===== src/rtl/if_fetch_ctrl_if.sv =====
// Fetch-side bus of if_fetch_ctrl: ROM port, hazard/redirect inputs, IF/ID outputs.
// Each cycle the controller takes the ROM word for imem_addr. A redirect
// (branch_taken, then jump) beats stall. stall only freezes PC and IF/ID.
// None of these signals uses a valid/ready handshake.
interface if_fetch_ctrl_if;
   logic [31:0] imem_addr;
   logic [31:0] imem_inst;
   logic        stall;
   logic        branch_taken;
   logic [31:0] branch_target;
   logic        jump;
   logic [31:0] jump_target;
   logic        ifid_valid;
   logic [31:0] ifid_inst;
   logic [31:0] ifid_pc;
   logic [31:0] ifid_pc_plus4;
   logic        halted;
   logic [1:0]  dbg_state;

   modport master (
      output imem_addr, ifid_valid, ifid_inst, ifid_pc, ifid_pc_plus4, halted, dbg_state,
      input  imem_inst, stall, branch_taken, branch_target, jump, jump_target
   );

   modport slave (
      input  imem_addr, ifid_valid, ifid_inst, ifid_pc, ifid_pc_plus4, halted, dbg_state,
      output imem_inst, stall, branch_taken, branch_target, jump, jump_target
   );
endinterface


===== src/rtl/if_fetch_ctrl.sv =====
// Instruction-fetch controller: owns the PC, fills IF/ID, arbitrates redirects and stalls,
// and parks the front end on a self-loop jump.
module if_fetch_ctrl #(
   parameter logic [31:0] RESET_PC    = 32'h0000_0000,
   parameter bit          HALT_DETECT = 1'b1
) (
   input  logic          clk,
   input  logic          reset_n,
   if_fetch_ctrl_if.master bus
);

   typedef enum logic [1:0] {
      BOOT = 2'd0,
      RUN  = 2'd1,
      HALT = 2'd2
   } state_t;

   state_t      state_q, state_d;
   logic [31:0] pc_q, pc_d;
   logic        valid_q, valid_d;
   logic [31:0] inst_q, inst_d;
   logic [31:0] ifid_pc_q, ifid_pc_d;
   logic [31:0] plus4_q, plus4_d;
   logic        halted_q, halted_d;

   logic [31:0] pc_plus4;
   logic [31:0] br_tgt;
   logic [31:0] jmp_tgt;
   logic        load_bubble;

   assign pc_plus4 = pc_q + 32'd4;
   assign br_tgt   = {bus.branch_target[31:2], 2'b00};
   assign jmp_tgt  = {bus.jump_target[31:2], 2'b00};

   always_comb begin
      state_d     = state_q;
      pc_d        = pc_q;
      valid_d     = valid_q;
      inst_d      = inst_q;
      ifid_pc_d   = ifid_pc_q;
      plus4_d     = plus4_q;
      halted_d    = halted_q;
      load_bubble = 1'b0;
      case (state_q)
         BOOT: begin
            load_bubble = 1'b1;
            state_d     = RUN;
         end
         RUN: begin
            if (bus.branch_taken) begin
               pc_d        = br_tgt;
               load_bubble = 1'b1;
            end else if (bus.jump) begin
               pc_d        = jmp_tgt;
               load_bubble = 1'b1;
               // A jump in ID that targets its own PC never makes progress: park.
               if (HALT_DETECT && valid_q && (jmp_tgt == ifid_pc_q)) begin
                  state_d  = HALT;
                  halted_d = 1'b1;
               end
            end else if (!bus.stall) begin
               pc_d      = pc_plus4;
               valid_d   = 1'b1;
               inst_d    = bus.imem_inst;
               ifid_pc_d = pc_q;
               plus4_d   = pc_plus4;
            end
         end
         HALT: begin
            load_bubble = 1'b1;
            // An older branch still in flight may pull the pipeline out of the loop.
            if (bus.branch_taken) begin
               pc_d     = br_tgt;
               state_d  = RUN;
               halted_d = 1'b0;
            end
         end
         default: begin
            load_bubble = 1'b1;
            state_d     = BOOT;
         end
      endcase
      if (load_bubble) begin
         valid_d   = 1'b0;
         inst_d    = 32'h0;
         ifid_pc_d = 32'h0;
         plus4_d   = 32'h0;
      end
   end

   always_ff @(posedge clk or negedge reset_n) begin
      if (!reset_n) begin
         state_q   <= BOOT;
         pc_q      <= RESET_PC;
         valid_q   <= 1'b0;
         inst_q    <= 32'h0;
         ifid_pc_q <= 32'h0;
         plus4_q   <= 32'h0;
         halted_q  <= 1'b0;
      end else begin
         state_q   <= state_d;
         pc_q      <= pc_d;
         valid_q   <= valid_d;
         inst_q    <= inst_d;
         ifid_pc_q <= ifid_pc_d;
         plus4_q   <= plus4_d;
         halted_q  <= halted_d;
      end
   end

   assign bus.imem_addr     = pc_q;
   assign bus.ifid_valid    = valid_q;
   assign bus.ifid_inst     = inst_q;
   assign bus.ifid_pc       = ifid_pc_q;
   assign bus.ifid_pc_plus4 = plus4_q;
   assign bus.halted        = halted_q;
   assign bus.dbg_state     = state_q;

endmodule


===== src/flat_wrapper.sv =====
// flat-port wrapper written by rule: the top's interface ports become plain ports
module if_fetch_ctrl_flat 
#(
   parameter logic [31:0] RESET_PC    = 32'h0000_0000,
   parameter bit          HALT_DETECT = 1'b1
)
  (clk, reset_n, bus_imem_addr, bus_ifid_valid, bus_ifid_inst, bus_ifid_pc, bus_ifid_pc_plus4, bus_halted, bus_dbg_state, bus_imem_inst, bus_stall, bus_branch_taken, bus_branch_target, bus_jump, bus_jump_target);
  if_fetch_ctrl_if bus_i ();
  input  logic clk;
  input  logic reset_n;
  output wire logic [$bits(bus_i.imem_addr)-1:0] bus_imem_addr;
  output wire logic [$bits(bus_i.ifid_valid)-1:0] bus_ifid_valid;
  output wire logic [$bits(bus_i.ifid_inst)-1:0] bus_ifid_inst;
  output wire logic [$bits(bus_i.ifid_pc)-1:0] bus_ifid_pc;
  output wire logic [$bits(bus_i.ifid_pc_plus4)-1:0] bus_ifid_pc_plus4;
  output wire logic [$bits(bus_i.halted)-1:0] bus_halted;
  output wire logic [$bits(bus_i.dbg_state)-1:0] bus_dbg_state;
  input wire logic [$bits(bus_i.imem_inst)-1:0] bus_imem_inst;
  input wire logic [$bits(bus_i.stall)-1:0] bus_stall;
  input wire logic [$bits(bus_i.branch_taken)-1:0] bus_branch_taken;
  input wire logic [$bits(bus_i.branch_target)-1:0] bus_branch_target;
  input wire logic [$bits(bus_i.jump)-1:0] bus_jump;
  input wire logic [$bits(bus_i.jump_target)-1:0] bus_jump_target;
  assign bus_imem_addr = bus_i.imem_addr;
  assign bus_ifid_valid = bus_i.ifid_valid;
  assign bus_ifid_inst = bus_i.ifid_inst;
  assign bus_ifid_pc = bus_i.ifid_pc;
  assign bus_ifid_pc_plus4 = bus_i.ifid_pc_plus4;
  assign bus_halted = bus_i.halted;
  assign bus_dbg_state = bus_i.dbg_state;
  assign bus_i.imem_inst = bus_imem_inst;
  assign bus_i.stall = bus_stall;
  assign bus_i.branch_taken = bus_branch_taken;
  assign bus_i.branch_target = bus_branch_target;
  assign bus_i.jump = bus_jump;
  assign bus_i.jump_target = bus_jump_target;
  if_fetch_ctrl #(.RESET_PC(RESET_PC), .HALT_DETECT(HALT_DETECT)) u_core (.clk(clk), .reset_n(reset_n), .bus(bus_i));
endmodule

===== config.mk =====
export PLATFORM = sky130hd
export DESIGN_NAME = if_fetch_ctrl_flat
export DESIGN_NICKNAME = d
export VERILOG_FILES = /design/src/rtl/if_fetch_ctrl_if.sv /design/src/rtl/if_fetch_ctrl.sv /design/src/flat_wrapper.sv
export SDC_FILE = /design/constraint.sdc
export NUM_CORES = 1
export LEC_CHECK = 0
export BUFFER_PORTS_ARGS = -buffer_cell sky130_fd_sc_hd__clkbuf_2
export CAP_MARGIN = 20
export CELL_PAD_IN_SITES_DETAIL_PLACEMENT = 1
export CELL_PAD_IN_SITES_GLOBAL_PLACEMENT = 1
export CORE_MARGIN = 5
export CORE_UTILIZATION = 40
export DETAILED_ROUTE_END_ITERATION = 8
export PLACE_DENSITY = 0.93
export SYNTH_ARGS = -nofsm -noshare
export SYNTH_HDL_FRONTEND = slang
export SYNTH_SLANG_ARGS = --single-unit

===== constraint.sdc =====
create_clock -name clk -period 3 [get_ports clk]
set_input_delay 0.15 -clock clk [delete_from_list [all_inputs] [get_ports clk]]
set_output_delay 0.15 -clock clk [all_outputs]
set_load 0.03 [all_outputs]

# == After elaboration in Yosys (flattened, before gate mapping) ==
# Index checks and enable logic that the tools add are counted.
# Widths: inputs -> output; s select.
# totals
inputBits,101
register_bits,132
output_inout_bits,132
elab_cells,64
# classes
add_sub_neg,1
n_reduce_logical,8
n_eq_ne,11
muxes,37
# op_table
op,n
$mux 32,18
$pmux 32 s2,1
$add 32x3->32 const B,1
$eq 32x32->1,1
$mux 1,12
$mux 2,4
$ne 2x1->1 const B,4
$reduce_and 4->1,2
$ne 2x2->1 const B,3
$pmux 2 s3,1
$reduce_and 5->1,1
$ne 4x4->1 const B,1
$reduce_bool 2->1,2
$reduce_and 3->1,1
$eq 2x1->1 const B,1
$eq 2x2->1 const B,1
$logic_not 2->1,1
$pmux 1 s2,1
$logic_and 1x1->1,1

# == Logic depth before layout (Yosys ltp) ==
# logic_depth
depth_word,6
depth_mapped,8
depth_no_buf,7

# == Worst setup path after synthesis ==
# OpenSTA, ideal clock, no wires.
# synth_timing
path_type,register to register
from,reg u_core.state_q[0] (netlist: u_core.bus.dbg_state[0])
to,reg u_core.state_q[0] (netlist: u_core.bus.dbg_state[0])
stages_incl_launch_ff,8
setup_time_ps,124
slack_ps,927
n_path_buf,0
t_arrival_ps,1950
required_time_ps,2876
period_less_slack_ps,2073
cell_sequence,dfrtp_1 inv_1 ha_1 nor3b_1 nand4_1 nor4_2 a21oi_1 o31a_1
# synth_via
elab_chain_len,3
elab_cells_between_ends,9
cone_classes,eq/ne: 6; mux: 1; reduce/logical: 2
# synth_rtl
item,line,rtl
from (decl),if_fetch_ctrl.sv:18,"state_t state_q, state_d;"
from (signal assigned),if_fetch_ctrl.sv:101,state_q <= state_d;
$eq 2x1->1 / $eq 2x2->1 (equally long branches),if_fetch_ctrl.sv:44,case (state_q)
$ne 2x1->1 (no line) / $ne 2x2->1 (equally long branches),-,
$reduce_and 4->1 (no line),-,
# Several ways; a longest one is shown, not always the timed one.
# A chain may end at the register's enable or synchronous reset.

# == Worst setup path after layout ==
# layout_timing
from,reg u_core.state_q[1] (netlist: u_core.bus.dbg_state[1])
to,reg u_core.ifid_pc_q[13] (netlist: u_core.bus.ifid_pc[13])
# layout_via
elab_chain_len,4
elab_cells_between_ends,8
cone_classes,eq/ne: 4; mux: 2; reduce/logical: 2
# layout_rtl
item,line,rtl
$eq 2x1->1 *,if_fetch_ctrl.sv:44,
$mux 1,if_fetch_ctrl.sv:44,
$ne 2x1->1 (no line) / $reduce_bool 2->1 (equally long branches),-,
$reduce_and 4->1 (no line),-,
to (signal assigned),if_fetch_ctrl.sv:105,ifid_pc_q <= ifid_pc_d;
to (decl),if_fetch_ctrl.sv:22,"logic [31:0] ifid_pc_q, ifid_pc_d;"
# Mark *: on every way between the ends. The rest lies on a longest branch, timed or not.

==> impl_results.rst <==
.. list-table::
   :header-rows: 1

   * - Metric
     - Value
   * - Die Footprint
     - 19400 sq um
   * - Outcome
     - finished, final reports clean
   * - Buffers on Ports
     - 222
   * - Sw Share
     - a little under a third
   * - Worst-case headroom to the max-slew limit
     - 36.0%
   * - Leakage component of the power
     - 4.44 nW
   * - Number of antenna violations at the first check in global routing
     - 1
   * - Synth warn
     - 0
   * - Clock transition at the registers of the reported paths
     - 60 ps
   * - Power share of the combinational group
     - between 15 and 20%
   * - Worst Path Max Fanout
     - 39
   * - Starting DRC count in detailed routing
     - 407
   * - Die Y
     - 139 um
   * - Portion of total power attributed to the clock network
     - 44.2%
   * - DRC violation count after routing
     - 0
   * - Row Count
     - 47
   * - Number of nets in the final layout
     - 1040
   * - Gpl congestion
     - 0.963
   * - Die span in x
     - 139 um
   * - Number of vias per cell after detailed routing
     - 5.59
   * - Number of clock buffers inserted by TritonCTS
     - 17
   * - Clock sinks
     - 126
   * - Latest clock arrival within the worst-skew pair
     - between 400 and 500 ps
   * - Worst-case clock skew
     - slightly above 9 ps
   * - Total power divided by cell area
     - 582 nW/um^2
   * - Max-capacitance violation count
     - 0
   * - CTS root buffer
     - clkbuf_16
   * - Remaining antenna violation count after routing
     - 0
   * - Starting density of the core
     - roughly 40%
   * - Data arrival time at the worst-slack endpoint
     - 2720 ps
   * - Share of synthesized registers carrying an async set or reset
     - 100%
   * - CTS H-tree lvls
     - 4
   * - Number of cells produced by synthesis
     - 694
   * - Proportion of layout cells with a drive suffix above 1
     - a little under a third
   * - Post-route clock period utilization
     - 79.6%
   * - Setup violation total in the final timing report
     - 0
   * - Critical path type
     - flip-flop to flip-flop
   * - Maximum frequency from static timing analysis
     - 0.419 GHz
   * - Final WL
     - 26600 um
   * - Count of pins on the block boundary
     - roughly 230
   * - Wire length of the first global-routing pass
     - 41800 um
   * - Core area
     - between 15000 and 20000 sq um
   * - Number of enable flip-flop cells after synthesis
     - 0
   * - Startpoint types
     - flip-flop
   * - Setup repair after global routing missed its margin
     - no
   * - Required @ worst endpoint
     - between 3000 and 4000 ps
   * - Vias after detailed routing
     - 6532
   * - Primary flip-flop cell chosen by synthesis mapping
     - dfrtp_1
   * - Pin count of the biggest net entering global routing
     - 67
   * - DP HPWL
     - 18300 um
   * - Unique masters post-synth
     - 55
   * - Overflow left after global routing
     - 0
   * - Sequential fraction of design power
     - a little under two fifths
   * - Growth of design area from synthesis to finish
     - 34.5%
   * - Worst-case hold slack
     - 9.72 ps
   * - Power dissipated by switching net loads
     - between 0.0015 and 0.002 W
   * - Peak ir drop on the vdd network
     - 389 uV
   * - Overall Global Routing Usage
     - ~28%
   * - Post-synthesis instance area
     - 6680 sq um
   * - Type of destination of the critical path
     - flip-flop
   * - Time the final worst path needs with I/O delays and setup
     - 2390 ps
   * - Detailed-route wire length per cell
     - 22.8 um
   * - Via count of the first global-routing pass
     - 7139
   * - Max Root-Sink Buffers
     - 2
   * - Cell depth of the worst min-delay path
     - 3
   * - Proportion of synthesized chip area in sequential cells
     - 47.2%
   * - #FFs+latches synth
     - 126
   * - Slew at the pin with the worst max-slew slack
     - 960 ps
   * - Final TNS setup
     - 0 ps
   * - Number of hold-slack violations in the final timing report
     - 0
   * - TritonCTS clock tree
     - built
   * - Internal power component
     - 0.00365 W
   * - Number of pins with negative max-slew slack in the final report
     - 0
   * - Worst reg2reg path depth
     - 6
   * - Avg Inst Size Synth
     - 9.63 sq um
   * - Iteration count of the initial detailed-routing pass
     - 5
   * - Worst hold path class
     - input pin to flip-flop
==> final timing paths <==
| check | startpoint | to | slack, ps |
|---|---|---|---|
| setup / recovery | u_core.bus.dbg_state[1]$_DFFE_PN0P_ | u_core.bus.ifid_pc[13]$_DFFE_PN0P_ | 610 |
| hold / removal | bus_imem_inst[21] | u_core.bus.ifid_inst[21]$_DFFE_PN0P_ | 10 |
| setup reg to reg | u_core.bus.dbg_state[1]$_DFFE_PN0P_ | u_core.bus.ifid_pc[13]$_DFFE_PN0P_ | 610 |
| hold reg to reg | u_core.bus.ifid_pc_plus4[6]$_DFFE_PN0P_ | u_core.bus.ifid_pc_plus4[6]$_DFFE_PN0P_ | 530 |
| max in group asynchronous | reset_n | u_core.bus.imem_addr[15]$_DFFE_PN0P_ | 1850 |
| min in group asynchronous | reset_n | u_core.bus.imem_addr[16]$_DFFE_PN0P_ | 390 |
==> synth_stat cells, types with 2 or more instances <==
cell type	instances	area, sq um
dfrtp_1	126	3150
nor2_1	109	409
mux2i_1	70	701
a21oi_1	48	240
xnor2_1	45	394
nand2_1	39	146
o21ai_0	39	195
clkbuf_1	32	120
nand3_1	15	75.1
nand4_1	15	93.8
and3_1	11	68.8
xor2_1	11	96.3
inv_1	10	37.5
buf_2	9	45.0
a22o_1	8	70.1
buf_1	8	30.0
buf_4	7	52.6
nor3_1	7	35.0
o2bb2ai_1	7	61.3
a22oi_1	6	45.0
o31a_1	6	52.6
o31ai_1	6	45.0
nor4_1	5	31.3
a31oi_1	4	25.0
ha_1	4	50.1
a221oi_1	3	26.3
and4_1	3	26.3
o21a_1	3	22.5
o21ai_1	3	15.0
o22ai_1	3	18.8
a211oi_1	2	15.0
a32oi_1	2	17.5
nand2b_1	2	12.5
nor3_2	2	20.0
nor4_2	2	25.0
o211ai_1	2	15.0
or2_2	2	12.5
==> state kept, by name (all words and copies together) (netlist names) <==
name                      cells
u_core.bus.imem_addr         30
u_core.bus.ifid_inst         32
u_core.bus.ifid_pc           30
u_core.bus.halted             1
u_core.bus.ifid_valid         1
u_core.bus.ifid_pc_plus4     30
u_core.bus.dbg_state          2
==> final cells by class <==
class                      count  area (sq um)
fill                        1941          7480
multi-input combinational    506          3260
sequential                   126          3150
timing repair buffer         274          1610
clock buffer                  26           519
tap                          220           275
clock inverter                 5           125
inverter                      10          37.5
antenna                        1          2.50
==> timing repair <==
action,CTS,global route
hold buffers,31,0
resized for setup,0,0
setup buffers,0,0
hold endpoints to repair,93,0
==> cell families after synthesis <==
kind of cell	after synthesis	share of synthesized area (%)
flip-flops	126	47.2
AND/OR/NAND/NOR	222	16.1
other	1	0.0561
buffers and inverters	67	4.34
multiplexers	71	10.7
AO/OA/AOI/OAI	147	13.6
XOR/XNOR	56	7.34
adder cells (fa/ha/maj)	4	0.749
==> power by group through the flow <==
| stage | registers (W) | logic, W | clock network [W] |
|---|---|---|---|
| floorplan | 0.00210 | 0.000408 | 0 |
| global placement | 0.00196 | 0.000894 | 0 |
| detailed placement | 0.00197 | 0.000916 | 0 |
| CTS | 0.00195 | 0.000963 | 0.00233 |
| global route | 0.00197 | 0.00104 | 0.00241 |
| finish | 0.00195 | 0.000967 | 0.00231 |
==> worst max-delay path: stages (launching register included) <==
cell	delay, ps
dfrtp_1	420
inv_1	100
ha_1	230
inv_1	130
or3_2	850
buf_4	370
nor2_1	190
==> metal layers <==
layer / up-vias / share of wire (%) / global-route usage, %
li1: 2912 / - / -
met1: 3282 / 39 / 32.4
met2: 275 / 50 / 46.3
met3: 63 / 7.7 / 9.16
met4: 0 / 4.3 / 11.8
met5: - / 0 / 0
==> per-stage QoR <==
| step | power [W] | cell area (sq um) | instances | worst slack, ps | util (%) |
|---|---|---|---|---|---|
| 2_1_floorplan | 0.00251 | 6700 | 699 | 927 | - |
| 3_3_place_gp | 0.00286 | 8030 | 1105 | 825 | 48.8 |
| 3_5_place_dp | 0.00289 | 8030 | 1105 | 716 | 48.8 |
| 4_1_cts | 0.00524 | 8980 | 1167 | 650 | 54.6 |
| 5_1_grt | 0.00541 | 8980 | 1168 | 344 | 54.6 |
| 6_report | 0.00523 | 8980 | 1168 | 612 | 54.6 |
==> layout by cell type, fill, tap and decap left out, drive strengths merged, types with 11 or more instances in the layout <==
cell type,count
o21ai,42
nand2,39
clkbuf,246
buf,23
nand3,16
mux2i,70
xor2,11
dfrtp,126
nor2,109
a21oi,48
nand4,16
xnor2,45
dlygate4sd3,31
and3,11
Power figures use the tool's default switching activity.
